**config.mk**
```make
export PLATFORM = sky130hd
export DESIGN_NAME = pipe_stage_buf
export DESIGN_NICKNAME = d
export VERILOG_FILES = /design/src/rtl/pipe_stage_buf.sv
export SDC_FILE = /design/constraint.sdc
export NUM_CORES = 1
export LEC_CHECK = 0
export CAP_MARGIN = 20
export CORE_ASPECT_RATIO = 1.25
export CORE_MARGIN = 1.5
export CORE_UTILIZATION = 35
export DETAILED_ROUTE_END_ITERATION = 16
export PLACE_DENSITY = 0.72
export SLEW_MARGIN = 40
export SYNTH_ARGS = -nofsm -noshare
export SYNTH_HDL_FRONTEND = slang
export SYNTH_SLANG_ARGS = --single-unit
```
**constraint.sdc**
```tcl
create_clock -name clk -period 9.8 [get_ports clk]
set_input_delay 1.96 -clock clk [delete_from_list [all_inputs] [get_ports clk]]
set_output_delay 1.96 -clock clk [all_outputs]
set_load 0.005 [all_outputs]
```
**src/rtl/pipe_stage_buf.sv**
```systemverilog
// -----------------------------------------------------------------------------
// pipe_stage_buf
//
// Elastic pipeline stage with a valid/ready handshake and a one-entry skid
// buffer. It sustains one beat per cycle under back-pressure, and in_ready
// depends only on registered state. There is no combinational path from
// out_ready to in_ready, or from in_valid to out_valid. On a bubble the
// control field is zeroed, so a stale reg_write can never fire. The payload
// is only held on a bubble; reset is the one thing that clears it.
//
// Optional feature (macro PIPE_STAGE_STALL_CNT_EN):
//   When defined, adds parameter CNT_W and output stall_cnt. stall_cnt is a
//   saturating count of the cycles with out_valid=1 and out_ready=0. Only
//   rst clears it; flush does not.
//
// Ports:
//   clk        in   clock, rising edge
//   rst        in   asynchronous, active-high reset
//   flush      in   synchronous flush, drops every held beat
//   in_valid   in   upstream beat valid
//   in_ready   out  stage can accept (= skid empty)
//   in_ctrl    in   upstream control field   [CTRL_W]
//   in_data    in   upstream payload         [DATA_W]
//   out_valid  out  downstream beat valid
//   out_ready  in   downstream accepts
//   out_ctrl   out  held control, zero when out_valid=0 [CTRL_W]
//   out_data   out  held payload            [DATA_W]
//   stall_cnt  out  back-pressure cycle count [CNT_W] (feature only)
//
// State (encoded by {main_valid_q, skid_valid_q}):
//   state    | meaning
//   ST_EMPTY | nothing held, main and skid both bubbles
//   ST_ONE   | one beat in main, driving the outputs
//   ST_FULL  | beat in main plus a younger beat parked in skid
//   ST_BAD   | skid without main; unreachable, recovers to empty
// -----------------------------------------------------------------------------
module pipe_stage_buf #(
  parameter int CTRL_W = 3,
  parameter int DATA_W = 101
`ifdef PIPE_STAGE_STALL_CNT_EN
  , parameter int CNT_W = 16
`endif
) (
  input  logic              clk,
  input  logic              rst,
  input  logic              flush,
  input  logic              in_valid,
  output logic              in_ready,
  input  logic [CTRL_W-1:0] in_ctrl,
  input  logic [DATA_W-1:0] in_data,
  output logic              out_valid,
  input  logic              out_ready,
  output logic [CTRL_W-1:0] out_ctrl,
  output logic [DATA_W-1:0] out_data
`ifdef PIPE_STAGE_STALL_CNT_EN
  , output logic [CNT_W-1:0] stall_cnt
`endif
);

  typedef enum logic [1:0] {
    ST_EMPTY = 2'b00,
    ST_BAD   = 2'b01,
    ST_ONE   = 2'b10,
    ST_FULL  = 2'b11
  } state_t;

  logic              main_valid_q, main_valid_d;
  logic [CTRL_W-1:0] main_ctrl_q,  main_ctrl_d;
  logic [DATA_W-1:0] main_data_q,  main_data_d;
  logic              skid_valid_q, skid_valid_d;
  logic [CTRL_W-1:0] skid_ctrl_q,  skid_ctrl_d;
  logic [DATA_W-1:0] skid_data_q,  skid_data_d;

  state_t state;
  logic   acc;
  logic   take;

  assign state     = state_t'({main_valid_q, skid_valid_q});
  assign in_ready  = ~skid_valid_q;
  assign out_valid = main_valid_q;
  assign out_ctrl  = main_ctrl_q;
  assign out_data  = main_data_q;

  assign acc  = in_valid & in_ready;
  assign take = main_valid_q & out_ready;

  always_ff @(posedge clk or posedge rst) begin
    if (rst) begin
      main_valid_q <= 1'b0;
      main_ctrl_q  <= '0;
      main_data_q  <= '0;
      skid_valid_q <= 1'b0;
      skid_ctrl_q  <= '0;
      skid_data_q  <= '0;
    end else begin
      main_valid_q <= main_valid_d;
      main_ctrl_q  <= main_ctrl_d;
      main_data_q  <= main_data_d;
      skid_valid_q <= skid_valid_d;
      skid_ctrl_q  <= skid_ctrl_d;
      skid_data_q  <= skid_data_d;
    end
  end

  always_comb begin
    main_valid_d = main_valid_q;
    main_ctrl_d  = main_ctrl_q;
    main_data_d  = main_data_q;
    skid_valid_d = skid_valid_q;
    skid_ctrl_d  = skid_ctrl_q;
    skid_data_d  = skid_data_q;

    if (flush) begin
      // Any take in this cycle has already been delivered. Whatever is
      // presented upstream is discarded. Payloads stay; only control is
      // zeroed.
      main_valid_d = 1'b0;
      main_ctrl_d  = '0;
      skid_valid_d = 1'b0;
      skid_ctrl_d  = '0;
    end else begin
      unique case (state)
        ST_EMPTY: begin
          if (acc) begin
            main_valid_d = 1'b1;
            main_ctrl_d  = in_ctrl;
            main_data_d  = in_data;
          end
        end
        ST_ONE: begin
          if (acc && take) begin
            main_ctrl_d = in_ctrl;
            main_data_d = in_data;
          end else if (acc) begin
            skid_valid_d = 1'b1;
            skid_ctrl_d  = in_ctrl;
            skid_data_d  = in_data;
          end else if (take) begin
            main_valid_d = 1'b0;
            main_ctrl_d  = '0;
          end
        end
        ST_FULL: begin
          // in_ready is low here, so acc cannot happen.
          if (take) begin
            main_ctrl_d  = skid_ctrl_q;
            main_data_d  = skid_data_q;
            skid_valid_d = 1'b0;
            skid_ctrl_d  = '0;
          end
        end
        default: begin
          skid_valid_d = 1'b0;
          skid_ctrl_d  = '0;
        end
      endcase
    end
  end

`ifdef PIPE_STAGE_STALL_CNT_EN
  logic [CNT_W-1:0] stall_cnt_q, stall_cnt_d;

  always_comb begin
    stall_cnt_d = stall_cnt_q;
    if (main_valid_q && !out_ready && (stall_cnt_q != {CNT_W{1'b1}})) begin
      stall_cnt_d = stall_cnt_q + 1'b1;
    end
  end

  always_ff @(posedge clk or posedge rst) begin
    if (rst) stall_cnt_q <= '0;
    else     stall_cnt_q <= stall_cnt_d;
  end

  assign stall_cnt = stall_cnt_q;
`endif

endmodule

```
# After elaboration in Yosys (flattened, before gate mapping)
# Cells that the tools add are included.
[word_totals]
ff_bits = 210
output_inout_bits = 106
wordCells = 58
[op_classes]
n_eq_ne = 14
mux = 23
bitwise_logic = 5
reduce_logical = 10
[ops]
columns = ["operator", "n"]
rows = [
  ["two-way mux 101 bit", 3],
  ["one-hot mux 101 bit (3 select lines)", 1],
  ["two-way mux 3 bit", 8],
  ["!= test 3 bit (second input constant)", 6],
  ["one-hot mux 3 bit (3 select lines)", 2],
  ["AND reduction 5 bit", 3],
  ["!= test 2 bit (second input constant)", 4],
  ["!= test 4 bit (second input constant)", 2],
  ["AND reduction 4 bit", 2],
  ["two-way mux 1 bit", 7],
  ["nonzero test 3 bit", 2],
  ["== test 2 bit (second input constant)", 2],
  ["nonzero test 4 bit", 1],
  ["inverter 1 bit", 3],
  ["one-hot mux 1 bit (3 select lines)", 1],
  ["bitwise AND 1 bit", 2],
  ["logical NOT 2 bit", 1],
  ["one-hot mux 1 bit (2 select lines)", 1],
  ["logical AND 1 bit", 1],
]

# Logic depth before layout (Yosys ltp)
# Gate-level depths: netlist (run 1).
[logic_depth]
word_depth = 6
mapped_depth = 6

# Worst setup path before layout (run 1)
# No wires, ideal clock.
[synth_path]
kind = "input-to-reg"
startpoint = "input flush"
endpoint = "register main_data_q[0] (netlist: out_data[0])"
setup_ns = 0.125
t_arrival_ns = 3.066
t_required_ns = 9.675
setup_slack_ns = 6.609
path_stages = 5
path_buffers = 2
cell_sequence = "o21bai_1 nor3b_2 buf_4 buf_4 mux2_2"
[synth_via]
elab_chain_cells = 2
[synth_rtl]
columns = ["item", "line_no", "text"]
rows = [
  ["start: declaration", "46", "input logic flush,"],
  ["inverter 1 bit (no line)", "--", ""],
  ["AND reduction 5 bit (no line)", "--", ""],
  ["end signal: assignment", "98", "main_data_q <= main_data_d;"],
  ["end: declaration", "69", "logic [DATA_W-1:0] main_data_q, main_data_d;"],
]
# Every way passes these cells.
# A chain may end at the register's enable or synchronous reset.

==> results.ini, run 1 <==
[outcome]
outcome = complete, no violations

[pwr]
power_leakage_nw = 5.05
ir_worst_vdd_uv = 136
power.density_mw_per_mm2 = 197

[layout]
fin_nets = 894
layout-drive-gt1-share_pct = 41.3
area_delta_synth_final_pct = 34.5
fin_cells = 1133

[routing]
vias = 5434
wire_per_inst_um = 17.4
viasPerCell = 4.80
postRouteAntennaNets = 0
firstDrtPassIters = 4
totalWireLength_um = 19700
dr.first_iter.drc_count = 143
drt_drc_violations_left = 0

[logic_synthesis]
muxShareOfSynthArea_pct = 38.0
synth.cell_area_mm2 = 0.00906
yosysWarnings = 0
synth_cell_types = 20
ys_seq_area_share_pct = 58.0
synth_compound_area_share_pct = 0.994
synthXorXnorAreaFrac_pct = 0
synth_top_family_by_area = multiplexers
syn_avg_cell_area_um2 = 15.8
synthSimpleGateAreaFrac_pct = 0.676
synth_cells = 573
ys_ff_latch = 210
synth_nets = 682
synthAdderAreaFrac_pct = 0

[clock_network]
clockBufferDepth = 3
cts-hold-fix-buffers = 0
clkLatencyLatePin_ns = 0.49
cts.repair.resized = 0
cts_setup_buffers = 0
clock-root-buffer = clkbuf_16
clock_sinks = 210
clkSlewWorstSetupHoldPaths_ns = 0.06
htreeDepth = 1
numCtsBuffers = 22
cts_tree = built

[timing]
min_period_over_period_pct = 37.8
fmax_ghz = 0.270
skew_ns = 0.00432
rsz0062_at_grt = no
hold_viol = 0
slew_headroom_pct = 45.9
finalMaxSlewViolations = 0
worst_pin_slew_ns = 0.811
period_minus_slack_ns = 3.70
setup_violations = 0
fin_tns_setup_ns = 0

[critical_path]
start_kind = primary input
worstPathMaxFanout = 99
cp.required_ns = 10.37
worst-setup-path-type = primary input to asynchronous set/reset pin
endpoint_kind = asynchronous set/reset pin
cp_data_arrival_time_ns = 4.27

[die]
start_util_pct = 35.7
die_h_um = 183
die_w_um = 147
rows = 65
ioPinCount = 215
core_mm2 = 0.0254
die-area_mm2 = 0.0269

[grt]
grt_first_pass_wirelength_um = 31900
grt_max_degree = 100
track_usage_pct = 14.7
grt-ovfl-total = 0
antenna_found_initial = 2
grt_pass1_vias = 5976

[run]
maxCapViolCount = 0

[place]
port_buffers = 214
hpwl_um = 12500
dp.cells = 1095
gp_congestion = 0.765

[min_path]
hold_class = register to register

==> layout make-up <==
cell class,count,area (µm²)
antenna,2,5.00
tap,335,419
multi-input combinational,326,3610
sequential,210,5260
timing repair buffer,222,2220
fill,2259,13200
inverter,3,18.8
clock inverter,1,5.00
clock buffer,34,657
==> critical path, cell delays in order <==
cell and delay (ns):
clkdlybuf4s50_1 0.50, inv_8 0.49, buf_6 0.54, buf_4 0.65
==> worst paths after layout <==
path	cells past startpoint	start	slack, ns	to
min	1	skid_data_q[74]$_DFFE_PP0P_	0.48	skid_data_q[74]$_DFFE_PP0P_
min in group asynchronous	2	rst	1.97	skid_data_q[19]$_DFFE_PP0P_
max reg2reg	4	skid_valid_q$_DFFE_PP0P_	7.09	out_data[63]$_DFFE_PP0P_
min reg2reg	1	skid_data_q[74]$_DFFE_PP0P_	0.48	skid_data_q[74]$_DFFE_PP0P_
max in group clk	5	out_ready	6.15	out_data[92]$_DFFE_PP0P_
max	4	rst	6.10	out_data[52]$_DFFE_PP0P_
==> cells in the mapped netlist <==
library cell	n	area [µm²]
mux2_1	17	191
nand2_2	1	6.26
nor3b_2	1	12.5
a22o_1	6	52.6
mux2_2	289	3250
o21bai_1	1	7.51
dfrtp_1	210	5260
o21ai_0	1	5.00
inv_1	3	11.3
o21a_1	1	7.51
nor3_2	1	10.0
buf_4	14	105
a211oi_1	1	7.51
nor2_1	1	3.75
nand2b_1	2	12.5
nor2b_1	1	6.26
nor4bb_1	1	10.0
clkbuf_1	4	15.0
a21oi_1	2	10.0
buf_2	16	80.1
==> metal layers <==
| layer | up-vias | track usage [%] | wire length, µm |
|---|---|---|---|
| met2 | 152 | 25.7 | 9750 |
| met5 | - | 0 | 0 |
| met3 | 24 | 4.38 | 1460 |
| met4 | 0 | 4.68 | 403 |
| li1 | 2481 | - | - |
| met1 | 2777 | 17.3 | 8090 |
==> cell usage in the layout, fill, tap and decap left out <==
cell,instances
clkbuf_1,7
buf_4,6
clkbuf_8,4
dfrtp_1,210
nor3_4,1
mux2_1,17
clkinv_2,1
diode_2,2
a21oi_1,2
nor4bb_1,1
nor2b_1,1
clkdlybuf4s50_1,214
nor3b_4,1
a22o_1,6
nand2_4,1
nand2b_1,2
buf_6,1
nor2_1,1
a211oi_1,1
inv_1,2
inv_8,1
clkbuf_16,23
o21ai_0,1
o21bai_1,1
buf_12,1
mux2_2,289
o21a_1,1
==> stage by stage <==
stage	power [mW]	utilization, %	setup slack (ns)	hold WS (ns)	area, µm²
after CTS	2.44	47.9	5.74	0.486	12200
after global routing	2.53	48.1	5.69	0.508	12200
after floorplan	1.37	-	2.10	0.454	9060
after detailed placement	1.64	45.3	5.20	0.472	11500
after global placement	1.62	45.3	5.21	0.465	11500
final	2.40	48.1	6.10	0.483	12200
==> power by group <==
| part | total, mW | switching (mW) | leakage [nW] | internal (mW) |
|---|---|---|---|---|
| sequential | 1.14 | 0.0891 | 2.53 | 1.05 |
| combinational | 0.477 | 0.145 | 2.20 | 0.332 |
| clock | 0.780 | 0.324 | 0.324 | 0.456 |
| total | 2.40 | 0.558 | 5.05 | 1.84 |
==> sequential cells by signal, indices dropped and copies added, names as in the netlist <==
register / count
skid_data_q: 101
out_valid: 1
skid_valid_q: 1
skid_ctrl_q: 3
out_ctrl: 3
out_data: 101
==> cells by family after synthesis <==
logic type | Yosys count
muxes | 306
and+or+nand+nor | 8
AOI/OAI and AO/OA | 12
DFF | 210
buffers and inverters | 37
Note: power is estimated with default switching activity, not from simulation.
==> run 2, diff against run 1 <==
PLACE_DENSITY = 0.74   (was 0.72)
clock period = 3 ns   (was 9.8 ns; I/O delays follow)
==> results.ini, run 2 (synthesis gave the netlist of run 1 again) <==
[clock_network]
cts_setup_buffers = 0
clock_sinks = 210
clock-root-buffer = clkbuf_16
cts-hold-fix-buffers = 0
cts.repair.resized = 0
htreeDepth = 1
clkSlewWorstSetupHoldPaths_ns = 0.06
clkLatencyLatePin_ns = 0.50
numCtsBuffers = 22
cts_tree = built
clockBufferDepth = 3

[layout]
fill_cells = 2224
fin_nets = 904
area_delta_synth_final_pct = 37.3
final_cell_mix = mux2_2 (289), clkdlybuf4s50_1 (214), dfrtp_1 (210)
final_util_pct = 49.0
final_common_cell = mux2_2
layout-drive-gt1-share_pct = 42.6

[place]
port_buffers = 214
hpwl_um = 13100
gp_congestion = 0.759

[critical_path]
r2r_setup_slack_ns = 1.05
endpoint_kind = output pin
worstRegToRegCells = 4
r2r-start = out_valid$_DFFE_PP0P_
critPathBufInv = 2
max_stage_delay_ns = 0.55
cp_data_arrival_time_ns = 1.60
worst-setup-path-type = register to output pin
cp.required_ns = 2.40
worstPathMaxFanout = 8
cpLargestDelayFamily = buffers and inverters
worstSetupStartpoint = skid_valid_q$_DFFE_PP0P_
start_kind = register
worstPathCellList = inv_1, clkdlybuf4s50_1
cpMaxStageDelayCell = clkdlybuf4s50_1
rr_endpoint = out_data[69]$_DFFE_PP0P_

[timing]
holdWs_ns = 0.444
slew_headroom_pct = 61.0
rsz0062_at_grt = no
period_minus_slack_ns = 2.20
fmax_ghz = 0.455
worst_pin_slew_ns = 0.581
min_period_over_period_pct = 73.3
hold_viol = 0
finalMaxSlewViolations = 0
skew_ns = 0.00875
setup_violations = 0

[outcome]
outcome = complete, no violations

[pwr]
power.density_mw_per_mm2 = 646
power_leakage_nw = 5.17
ir_worst_vdd_uv = 377
p_total_mw = 8.04

[routing]
wire_per_inst_um = 17.1
vias = 5396
drt_drc_violations_left = 0
postRouteAntennaNets = 0
viasPerCell = 4.72
totalWireLength_um = 19500
dr.first_iter.drc_count = 115
firstDrtPassIters = 3

[die]
die-area_mm2 = 0.0269
start_util_pct = 35.7
die_w_um = 147
ioPinCount = 215
die_h_um = 183
rows = 65
core_mm2 = 0.0254

[grt]
grt_pass1_vias = 5782
grt-ovfl-total = 0
track_usage_pct = 14.5
grt_first_pass_wirelength_um = 31500
antenna_found_initial = 1
grt_max_degree = 56

[min_path]
hold_class = primary input to asynchronous set/reset pin

[run]
maxCapViolCount = 0

[run 2: power breakdown]
group          internal, mW  switching [mW]  total, mW
Clock                  1.65            1.07       2.72
Combinational          1.10           0.470       1.57
Sequential             3.45           0.299       3.74
[run 2: stage by stage]
stage                     std cells  instance area (µm²)  setup slack, ns  setup TNS (ns)
after CTS                      1142                12400            0.737               0
after global routing           1144                12400            0.714               0
after global placement         1105                11700            0.451               0
after detailed placement       1105                11700            0.403               0
after floorplan                 573                 9070           -0.328          -68.92
final                          1144                12400            0.801               0
[run 2: final cells by class]
type                    instances  area (µm²)  share of cell area [%]
clock buffers                  34         687                    5.52
multi-input cells             326        3610                    29.0
diodes                          1        2.50                  0.0201
well taps                     335         419                    3.37
flip-flops and latches        210        5260                    42.2
repair buffers                232        2410                    19.4
clock inverters                 3        40.0                   0.322
inverters                       3        15.0                   0.121
[run 2: how the worst max path moves through the flow]
| stage | cells past startpoint | to | slack (ns) |
|---|---|---|---|
| floorplan | 1 | out_ctrl[0]$_DFFE_PP0P_ | -0.33 |
| global placement | 5 | out_data[4]$_DFFE_PP0P_ | 0.45 |
| detailed placement | 5 | out_data[17]$_DFFE_PP0P_ | 0.40 |
| CTS | 2 | in_ready | 0.74 |
| global route | 2 | in_ready | 0.71 |
| finish | 2 | in_ready | 0.80 |
[run 2: per-layer routing]
metal	global-route usage, %	part of all wire, %	vias up
li1	-	-	2504
met1	18.6	43	2726
met2	23.8	48	141
met3	4.08	6.9	25
met4	4.32	2.1	0
met5	0	0	-
==> run 3, diff against run 2 <==
PLACE_DENSITY = 0.72   (was 0.74)
clock period = 2.05 ns   (was 3 ns; I/O delays follow)
==> results.ini, run 3 (synthesis gave the netlist of run 1 again) <==
[grt]
grt-ovfl-total = 0
grt_max_degree = 102
antenna_found_initial = 0
track_usage_pct = 14.7
grt_pass1_vias = 5988
grt_first_pass_wirelength_um = 31800

[timing]
skew_ns = 0.00714
fin_tns_setup_ns = 0
fmax_ghz = 0.514
finalWorstSetupSlack_ns = 0.105
hold_viol = 0
setup_violations = 0
slew_headroom_pct = 61.0
worst_pin_slew_ns = 0.585
min_period_over_period_pct = 94.9
rsz0062_at_grt = no
period_minus_slack_ns = 1.95
finalMaxSlewViolations = 0

[pwr]
power.density_mw_per_mm2 = 926
power_leakage_nw = 5.25
ir_worst_vdd_uv = 674

[layout]
area_delta_synth_final_pct = 38.6
final_cell_mix = mux2_2 (289), clkdlybuf4s50_1 (214), dfrtp_1 (208)
layout-drive-gt1-share_pct = 44.0
diodes = 0
fill_cells = 2239
final_common_cell = mux2_2
fin_nets = 924
fin_area_mm2 = 0.0126
final_util_pct = 49.5

[critical_path]
worstPathMaxFanout = 6
critPathBufInv = 2
cpLargestDelayFamily = buffers and inverters
worstPathCellList = inv_1, clkdlybuf4s50_1
cp.required_ns = 1.64
worst-setup-path-type = register to output pin
cp_data_arrival_time_ns = 1.54
max_stage_delay_ns = 0.53
start_kind = register
endpoint_kind = output pin
cpMaxStageDelayCell = clkdlybuf4s50_1

[die]
rows = 65
die-area_mm2 = 0.0269
die_w_um = 147
core_mm2 = 0.0254
ioPinCount = 215
die_h_um = 183
start_util_pct = 35.7

[place]
gp_congestion = 0.727
preCtsSetupSlack_ns = -0.201
port_buffers = 214
dpl_cell_area_mm2 = 0.0119
hpwl_um = 13500

[routing]
wire_per_inst_um = 16.8
dr.first_iter.drc_count = 146
vias = 5492
postRouteAntennaNets = 0
viasPerCell = 4.72
totalWireLength_um = 19600
firstDrtPassIters = 3
drt_drc_violations_left = 0

[clock_network]
clkSlewWorstSetupHoldPaths_ns = 0.06
cts-hold-fix-buffers = 0
numCtsBuffers = 22
clkLatencyLatePin_ns = 0.50
htreeDepth = 1
clockBufferDepth = 3
cts_tree = built
clock_sinks = 210
clock-root-buffer = clkbuf_16

[run]
maxCapViolCount = 0

[outcome]
outcome = complete, no violations

[min_path]
hold_class = primary input to asynchronous set/reset pin

-- run 3: area by class of cell --
type                    count  area [µm²]  area share (%)
clock buffers              32         639            5.09
flip-flops and latches    210        5260            41.9
repair buffers            252        2560            20.4
well taps                 335         419            3.34
clock inverters             5        50.0           0.398
multi-input cells         326        3610            28.8
inverters                   3        15.0           0.120
-- run 3: repair_timing --
item                       in CTS  in global routing
pin swaps                       0                  0
setup endpoints to repair       2                  1
gates resized for setup         2                  0
buffers inserted                0                  1
-- run 3: power by group --
group | internal [mW] | switching (mW)
clock network | 2.28 | 1.57
logic | 1.64 | 0.693
registers | 5.04 | 0.424
total | 8.95 | 2.68
-- run 3: per-stage QoR --
step	std cells	hold WS [ns]	total power, mW
after detailed placement	1125	0.475	7.91
after global placement	1125	0.464	7.83
after CTS	1162	0.314	11.8
after global routing	1163	0.324	12.3
after floorplan	573	0.454	6.55
final	1163	0.332	11.6
-- run 3: tightest hold or removal path: cells and delay by family --
kind	cells	cell delay, ns
buf+inv	3	0.78
-- run 3: worst paths after layout --
| path | startpoint | end | slack [ns] | cells after the start |
|---|---|---|---|---|
| setup / recovery | skid_valid_q$_DFFE_PP0P_ | in_ready | 0.10 | 2 |
| hold / removal | rst | out_data[22]$_DFFE_PP0P_ | 0.33 | 3 |
| setup reg to reg | skid_valid_q$_DFFE_PP0P_ | out_data[12]$_DFFE_PP0P_ | 0.23 | 6 |
| hold reg to reg | skid_data_q[61]$_DFFE_PP0P_ | skid_data_q[61]$_DFFE_PP0P_ | 0.48 | 1 |
| max in group asynchronous | rst | skid_data_q[33]$_DFFE_PP0P_ | 1.17 | 3 |
| min in group clk | skid_data_q[61]$_DFFE_PP0P_ | skid_data_q[61]$_DFFE_PP0P_ | 0.48 | 1 |
-- run 3: layer usage --
layer  vias up  track usage (%)  wire, µm
met3        25             4.00      1330
met2       142             25.9      9680
li1       2550                -         -
met5         -                0         0
met1      2775             17.9      8270
met4         0             3.44       293
